===== src/rtl/regfile_port_ctrl_pkg.sv =====
// Shared definitions for the Y86 register-file port controller: register
// indices, clear-sequence constants and the controller state encoding.
package regfile_port_ctrl_pkg;

    localparam logic [3:0] RAX   = 4'h0;
    localparam logic [3:0] RCX   = 4'h1;
    localparam logic [3:0] RDX   = 4'h2;
    localparam logic [3:0] RBX   = 4'h3;
    localparam logic [3:0] RSP   = 4'h4;
    localparam logic [3:0] RBP   = 4'h5;
    localparam logic [3:0] RSI   = 4'h6;
    localparam logic [3:0] RDI   = 4'h7;
    localparam logic [3:0] R8    = 4'h8;
    localparam logic [3:0] R9    = 4'h9;
    localparam logic [3:0] R10   = 4'hA;
    localparam logic [3:0] R11   = 4'hB;
    localparam logic [3:0] R12   = 4'hC;
    localparam logic [3:0] R13   = 4'hD;
    localparam logic [3:0] R14   = 4'hE;
    localparam logic [3:0] RNONE = 4'hF;

    localparam logic [63:0] STACK_INIT_DEFAULT = 64'h0000_0000_0000_0200;

    typedef enum logic [1:0] {
        ST_CLEAR = 2'd0,
        ST_RUN   = 2'd1,
        ST_ACK   = 2'd2
    } state_e;

endpackage


===== src/rtl/regfile_port_ctrl_clear_seq.sv =====
// Post-reset clear sequencer: walks the register index and supplies the
// value to be written at each step (%rsp gets the stack base, others zero).
module regfile_clear_seq
    import regfile_port_ctrl_pkg::*;
#(
    parameter logic [63:0] STACK_INIT = STACK_INIT_DEFAULT,
    parameter int          NREGS      = 15
) (
    input  logic        clk,
    input  logic        rst_n,
    input  logic        en_i,
    output logic [3:0]  idx_o,
    output logic [63:0] init_val_o,
    output logic        last_o
);

    logic [3:0] idx_q;
    logic [3:0] idx_d;

    always_comb begin
        idx_d = idx_q;
        if (en_i) begin
            idx_d = idx_q + 4'd1;
        end
    end

    always_ff @(posedge clk or negedge rst_n) begin
        if (!rst_n) begin
            idx_q <= 4'd0;
        end else begin
            idx_q <= idx_d;
        end
    end

    assign idx_o      = idx_q;
    assign init_val_o = (idx_q == RSP) ? STACK_INIT : 64'd0;
    assign last_o     = (idx_q == 4'(NREGS - 1));

endmodule


===== src/rtl/regfile_port_ctrl.sv =====
// Register-file write/srcB port owner: runs the post-reset clear, passes
// pipeline writeback through, and slots single host accesses into idle ports.
module regfile_port_ctrl
    import regfile_port_ctrl_pkg::*;
#(
    parameter logic [63:0] STACK_INIT   = STACK_INIT_DEFAULT,
    parameter int          STARVE_LIMIT = 4,
    parameter int          NREGS        = 15
) (
    input  logic        clock,
    input  logic        reset,
    input  logic [3:0]  W_dstE,
    input  logic [63:0] W_valE,
    input  logic [3:0]  W_dstM,
    input  logic [63:0] W_valM,
    input  logic [3:0]  d_srcA,
    input  logic [3:0]  d_srcB,
    input  logic [63:0] rf_valB,
    input  logic        host_req,
    input  logic        host_we,
    input  logic [3:0]  host_reg,
    input  logic [63:0] host_wdata,
    output logic [3:0]  rf_dstE,
    output logic [63:0] rf_valE,
    output logic [3:0]  rf_dstM,
    output logic [63:0] rf_valM,
    output logic [3:0]  rf_srcA,
    output logic [3:0]  rf_srcB,
    output logic        pipe_stall,
    output logic        init_done,
    output logic        host_ack,
    output logic [63:0] host_rdata,
    output logic        host_err
);

    state_e      state_q, state_d;
    logic [3:0]  starve_q, starve_d;
    logic        host_ack_q, host_ack_d;
    logic [63:0] host_rdata_q, host_rdata_d;
    logic        host_err_q, host_err_d;
    logic        init_done_q, init_done_d;

    logic [3:0]  clr_idx;
    logic [63:0] clr_val;
    logic        clr_last;
    logic        access;

    regfile_clear_seq #(
        .STACK_INIT (STACK_INIT),
        .NREGS      (NREGS)
    ) u_clear_seq (
        .clk        (clock),
        .rst_n      (reset),
        .en_i       (state_q == ST_CLEAR),
        .idx_o      (clr_idx),
        .init_val_o (clr_val),
        .last_o     (clr_last)
    );

    assign rf_srcA = d_srcA;

    always_comb begin
        state_d      = state_q;
        starve_d     = starve_q;
        host_ack_d   = 1'b0;
        host_rdata_d = host_rdata_q;
        host_err_d   = host_err_q;
        init_done_d  = init_done_q;
        access       = 1'b0;
        rf_dstE      = W_dstE;
        rf_valE      = W_valE;
        rf_dstM      = W_dstM;
        rf_valM      = W_valM;
        rf_srcB      = d_srcB;
        pipe_stall   = 1'b0;

        case (state_q)
            ST_CLEAR: begin
                rf_dstE    = clr_idx;
                rf_valE    = clr_val;
                rf_dstM    = RNONE;
                pipe_stall = 1'b1;
                if (clr_last) begin
                    state_d     = ST_RUN;
                    init_done_d = 1'b1;
                end
            end
            ST_RUN: begin
                starve_d = 4'd0;
                if (host_req) begin
                    if (host_reg == RNONE) begin
                        host_ack_d = 1'b1;
                        host_err_d = 1'b1;
                        state_d    = ST_ACK;
                    end else if (host_we && W_dstM == RNONE && host_reg != W_dstE) begin
                        rf_dstM = host_reg;
                        rf_valM = host_wdata;
                        access  = 1'b1;
                    end else if (host_we && W_dstE == RNONE && host_reg != W_dstM) begin
                        rf_dstE = host_reg;
                        rf_valE = host_wdata;
                        access  = 1'b1;
                    end else if (!host_we && host_reg != W_dstE && host_reg != W_dstM) begin
                        rf_srcB      = host_reg;
                        pipe_stall   = 1'b1;
                        host_rdata_d = rf_valB;
                        access       = 1'b1;
                    end else if (starve_q == 4'(STARVE_LIMIT)) begin
                        // Forced slot: freeze the pipeline and drop its writes;
                        // the held W register replays them next cycle.
                        pipe_stall = 1'b1;
                        rf_dstE    = RNONE;
                        rf_dstM    = RNONE;
                        access     = 1'b1;
                        if (host_we) begin
                            rf_dstM = host_reg;
                            rf_valM = host_wdata;
                        end else begin
                            rf_srcB      = host_reg;
                            host_rdata_d = rf_valB;
                        end
                    end else begin
                        starve_d = starve_q + 4'd1;
                    end
                    if (access) begin
                        host_ack_d = 1'b1;
                        host_err_d = 1'b0;
                        state_d    = ST_ACK;
                    end
                end
            end
            ST_ACK: begin
                state_d = ST_RUN;
            end
            default: begin
                state_d = ST_CLEAR;
            end
        endcase

        // While reset is held, keep the pipeline frozen and the regfile untouched.
        if (!reset) begin
            pipe_stall = 1'b1;
            rf_dstE    = RNONE;
            rf_dstM    = RNONE;
        end
    end

    always_ff @(posedge clock or negedge reset) begin
        if (!reset) begin
            state_q      <= ST_CLEAR;
            starve_q     <= 4'd0;
            host_ack_q   <= 1'b0;
            host_rdata_q <= 64'd0;
            host_err_q   <= 1'b0;
            init_done_q  <= 1'b0;
        end else begin
            state_q      <= state_d;
            starve_q     <= starve_d;
            host_ack_q   <= host_ack_d;
            host_rdata_q <= host_rdata_d;
            host_err_q   <= host_err_d;
            init_done_q  <= init_done_d;
        end
    end

    assign host_ack   = host_ack_q;
    assign host_rdata = host_rdata_q;
    assign host_err   = host_err_q;
    assign init_done  = init_done_q;

endmodule


===== config.mk =====
export PLATFORM = sky130hd
export DESIGN_NAME = regfile_port_ctrl
export DESIGN_NICKNAME = d
export VERILOG_FILES = /design/src/rtl/regfile_port_ctrl_pkg.sv /design/src/rtl/regfile_port_ctrl_clear_seq.sv /design/src/rtl/regfile_port_ctrl.sv
export SDC_FILE = /design/constraint.sdc
export NUM_CORES = 1
export LEC_CHECK = 0
export ABC_AREA = 1
export BUFFER_PORTS_ARGS = -buffer_cell sky130_fd_sc_hd__buf_4
export CORE_AREA = 2 2 193 195
export DETAILED_ROUTE_END_ITERATION = 10
export DIE_AREA = 0 0 195 197
export GPL_ROUTABILITY_DRIVEN = 0
export PLACE_DENSITY = 0.45
export SYNTH_ARGS = -nofsm -noshare
export SYNTH_HDL_FRONTEND = slang
export SYNTH_SLANG_ARGS = --single-unit

===== constraint.sdc =====
create_clock -name clock -period 3.19 [get_ports clock]
set_input_delay 0.4785 -clock clock [delete_from_list [all_inputs] [get_ports clock]]
set_output_delay 0.4785 -clock clock [all_outputs]
set_load 0.02 [all_outputs]

==> metrics, run 1 <==
Setup violations, final 0; TritonCTS buffer count 9; Port Buf Inserts 483; total negative slack 0 ns; CTS H-tree lvls 3; main area contributors after synthesis dfrtp_1 (33%), nand2_1 (17%), o21ai_0 (16%), inv_1 (10%), o21ai_1 (6.7%); synth warn 0; Critical Path Fanout Max 11; worst setup margin 0.198 ns; Post-DP HPWL 28200 um; root buffer cell clkbuf_16; Vert. Die Dim 197 um; reg2reg start state_q[1]$_DFFE_PN0P_; final WL 34800 um; Total GRT Usage 17.2%; effective utilization at floorplan 16.3%; Non-Filler Instances 1907; Worst R2R Path Depth 8; crit path launch type flip-flop; HP Class in2async; relative slew slack 36.9%; fin crit share 93.8%; total die area 0.0384 mm^2; Cells after Synth 973; Layout area overhead 76.9%; largest net degree at the start of global routing 117; CTS tree built; worst path required time 2.71 ns; simple-gate area share of the yosys netlist 25.5%; Setup WS pre-CTS 0.0583 ns; EDFF count, synth 0; layout cells sized above 1 37.6%; register area share after synthesis 32.7%; Synth Area in XOR/XNOR 0.742%; worst-skew pair later-pin latency 0.33 ns; Post-Syn Area 0.00590 mm^2; VDD IR max 0.000284 V; Syn Area/Cell 6.06 um^2; r2r setup slk 1.26 ns; first-pass GRT wire length 49600 um; Commonest cells post-synth nand2_1 (270), o21ai_0 (183), inv_1 (161); DRT Pass-1 Iters 7; Crit. End Element output pin; post-synth top area cell dfrtp_1; Rows 70; ANT nets after route 0; vias in the first global route 7734; Synth Net Count 1258; final worst path period need 2.99 ns; drt wl/cell 18.2 um; Placed Instances 1886; filler cell count in the final layout 4089; Die Wd 195 um; Top FF cell, synth dfrtp_1; clk_skew 0.00815 ns; clk sinks 77; post-synthesis adder-cell area fraction 1.06%; DRC viols 0; Iter 0 DRT Violations 363; initial antenna violation count 2; Final Max Tran Viols 0; post-synthesis cell type count 30; register bit count reported by yosys 77; mux share of post-synthesis cell area 0%; reg2reg end host_rdata[40]$_DFFE_PN0P_; Remaining Overflow, GRT 0; Worst Path Arrival 2.51 ns; Via density 4.15; largest family of logic cells by synthesized area simple AND/OR/NAND/NOR gates; max frequency 334 MHz; detailed-route via count 7910; FFs w/ async S/R, synth 100%; fin nets 1718; Core ar. 0.0363 mm^2; RSZ-0062 raised after global routing false; Worst Tran Pin Value 0.946 ns; status completed; Synth top area share 32.7%; pwr/cell area 659 mW/mm^2; most frequent cell after synthesis nand2_1; Fin. Hold Viols 0; Clock transition at path regs 0.06 ns; post-synthesis compound-gate area fraction 24.3%; CTS max path bufs 2; Max Cap Violations 0; path type of the worst setup path reg2out; IO Pins 492; LEAKAGE 5.83 nW
-- layout by cell type, fill, tap and decap left out, drive strengths merged --
cell type,count
diode,1
inv,168
buf,509
xnor2,1
dfrtp,77
a31oi,1
o21bai,1
a211oi,1
a221oi,3
bufinv,2
o22ai,4
nor3,2
nand4,5
a21oi,5
ha,5
clkinvlp,2
nand3,22
clkbuf,11
nor2,77
o211ai,3
nand2,273
xor2,4
o21ai,262
-- area by class of cell --
cell class	instances	area, um^2	area share (%)
inverters	167	627	6.01
well taps	468	586	5.61
flip-flops and latches	77	1930	18.5
diodes	1	2.50	0.0240
clock inverters	5	83.8	0.803
multi-input cells	669	3080	29.5
repair buffers	509	3900	37.3
clock buffers	11	233	2.23
-- what timing repair did --
action,in CTS,in global routing
buffers inserted,3,0
hold buffers,0,0
pin swaps,1,0
resized for setup,0,3
endpoints found under the setup margin,8,43
hold endpoints to repair,0,0
gates cloned,1,0
-- routing by layer --
metal  global-route usage (%)  wire length, um
met4                     4.64              773
met3                     4.76             2430
met2                     29.2            17200
met5                        0               13
met1                     21.4            14300
-- critical path: stages (launching register included) --
cell,delay [ns]
dfrtp_1,0.40
inv_1,0.10
ha_1,0.15
nand3_1,0.12
nor2_1,0.11
nand2_1,0.07
nand2_2,0.19
nand3_4,0.20
buf_4,0.23
buf_4,0.18
o21ai_0,0.23
buf_4,0.19
-- sequential cells by signal, indices dropped and copies added (netlist names) --
register,cells
state_q,2
starve_q,4
host_rdata,64
host_err,1
u_clear_seq.idx_o,4
init_done,1
host_ack,1
-- worst max-delay path by stage --
stage	start	to
after global placement	host_reg[1]	rf_valM[22]
final	starve_q[0]$_DFFE_PN0P_	rf_valM[20]
after floorplan	host_reg[3]	rf_valE[22]
after CTS	starve_q[0]$_DFFE_PN0P_	rf_valM[34]
after global routing	starve_q[0]$_DFFE_PN0P_	rf_valM[34]
after detailed placement	host_reg[1]	rf_valM[2]
-- per-stage QoR --
| stage | area [um^2] | util [%] | power, W | hold WS [ns] |
|---|---|---|---|---|
| after floorplan | 5900 | - | 0.00373 | 0.183 |
| after global placement | 10100 | 27.8 | 0.00584 | 0.389 |
| after detailed placement | 10100 | 27.8 | 0.00585 | 0.387 |
| after CTS | 10400 | 28.8 | 0.00699 | 0.0235 |
| after global routing | 10400 | 28.8 | 0.00734 | 0.0325 |
| final | 10400 | 28.8 | 0.00688 | 0.0224 |
-- power by group --
group          switching (W)  internal [W]
sequential          0.000256       0.00143
combinational        0.00244       0.00166
clock               0.000402      0.000689
total                0.00310       0.00378
-- cell families (layout without fill, tap and decap cells) --
group / Yosys count / count (layout)
buffers and inverters: 228 / 692
AO/OA/AOI/OAI: 280 / 280
adder cells (fa/ha/maj): 5 / 5
AND/OR/NAND/NOR: 378 / 379
XOR/XNOR: 5 / 5
flip-flops: 77 / 77
other: 0 / 1
Power figures use the tool's default switching activity.
==> run 2: changes to the inputs <==
Settings changed: PLACE_DENSITY 0.45 to unset.
==> run 2 against run 1 <==
Non-clock buffer count shrank 7. Via count grew 1.7%. Fmax shrank 1.8%. Cell area shrank 0.32%. Critical path type unchanged. Critical endpoint is now rf_valM[35]. Largest cell class unchanged. Largest power group unchanged.
==> metrics, run 2 (synthesis gave the netlist of run 1 again) <==
status completed; largest net degree at the start of global routing 105; Rows 70; pwr/cell area 665 mW/mm^2; DRC viols 0; Non-Filler Instances 1903; flip-flop count of the largest register after layout 64; effective utilization at floorplan 16.3%; Clock transition at path regs 0.06 ns; Vert. Die Dim 197 um; DRT Pass-1 Iters 5; layout cells sized above 1 37.3%; crit path launch type flip-flop; Port Buf Inserts 483; ANT nets after route 0; Setup violations, final 0; fin crit share 95.5%; Total GRT Usage 16.6%; Critical Path Fanout Max 53; Hold-fix buffers, CTS 0; Crit. End Element output pin; LEAKAGE 5.82 nW; total negative slack 0 ns; total die area 0.0384 mm^2; commonest non-fill, non-tap cell in the layout buf_4; GR Util met2 25.7%; most frequent cells in the layout buf_4 (497), nand2_1 (269), o21ai_0 (175), inv_1 (161), o21ai_1 (87); drt wl/cell 17.7 um; CTS max path bufs 2; Placed Instances 1882; final WL 33600 um; Max Cap Violations 0; worst-skew pair later-pin latency 0.34 ns; post-layout util 28.7%; Worst Path Arrival 2.57 ns; Setup Buffers After CTS 0; HP Class in2async; TritonCTS buffer count 9; Post-DP HPWL 27700 um; RSZ-0062 raised after global routing false; Remaining Overflow, GRT 0; most used routing layer in global routing met2; Layout area overhead 76.4%; max frequency 328 MHz; CTS tree built; initial antenna violation count 7; detailed-route via count 8041; Fin. Hold Viols 0; clk_skew 0.00557 ns; Final Max Tran Viols 0; Iter 0 DRT Violations 567; CTS H-tree lvls 3; final worst path period need 3.05 ns; Global Route met1 Usage 21.6%; root buffer cell clkbuf_16; Die Wd 195 um; fin nets 1710; Worst Tran Pin Value 0.926 ns; relative slew slack 38.2%; met3 usage 5.92%; path type of the worst setup path reg2out; IO Pins 492; Resized cells post-CTS 1; VDD IR max 0.000276 V; Core ar. 0.0363 mm^2; first-pass GRT wire length 48500 um; Via density 4.23; clk sinks 77; worst path required time 2.71 ns; vias in the first global route 7838
run 2: worst paths after layout:
check                      cells past startpoint                    endpoint  slack (ns)                       start
max                                           10                 rf_valM[35]        0.14     starve_q[0]$_DFFE_PN0P_
min                                            1  host_rdata[32]$_DFFE_PN0P_        0.03                       reset
max reg2reg                                    7  host_rdata[46]$_DFFE_PN0P_        0.94     starve_q[0]$_DFFE_PN0P_
min reg2reg                                    2  host_rdata[31]$_DFFE_PN0P_        0.49  host_rdata[31]$_DFFE_PN0P_
max in group asynchronous                      2      state_q[1]$_DFFE_PN0P_        2.08                       reset
min in group clock                             3   host_rdata[4]$_DFFE_PN0P_        0.38                  rf_valB[4]
run 2: routing by layer:
metal  up-vias  share of wire [%]
met5         -              0.068
met4         4                2.0
met3        42                9.7
met2       390                 46
met1      3646                 42
li1       3959                  -
run 2: final cells by class:
| class | instances | area [um^2] |
|---|---|---|
| antenna | 5 | 12.5 |
| clock inverter | 7 | 123 |
| inverter | 167 | 627 |
| fill | 4054 | 25900 |
| multi-input combinational | 668 | 3070 |
| sequential | 77 | 1930 |
| timing repair buffer | 502 | 3830 |
| tap | 468 | 586 |
| clock buffer | 9 | 225 |
run 2: power breakdown:
| group | total (W) | internal [W] | switching [W] | leakage, nW |
|---|---|---|---|---|
| Clock | 0.00119 | 0.000768 | 0.000417 | 0.162 |
| Combinational | 0.00403 | 0.00165 | 0.00238 | 4.68 |
| Sequential | 0.00170 | 0.00143 | 0.000271 | 0.974 |
run 2: critical path: stages, from the launching register on:
cell and delay, ns:
dfrtp_1 0.40, inv_1 0.10, ha_1 0.15, nand3_1 0.13, nor2_1 0.13, nand2_1 0.07
nand2_2 0.14, nand3_4 0.13, buf_12 0.21, o21ai_0 0.50, buf_4 0.25
run 2: per-stage QoR:
step	worst slack [ns]	area [um^2]	power (W)	hold slack (ns)
2_1_floorplan	0.704	5900	0.00373	0.183
3_3_place_gp	0.137	10000	0.00571	0.399
5_1_grt	0.0126	10400	0.00738	0.0460
3_5_place_dp	0.0758	10000	0.00577	0.406
6_report	0.144	10400	0.00692	0.0340
4_1_cts	0.0836	10400	0.00700	0.0379
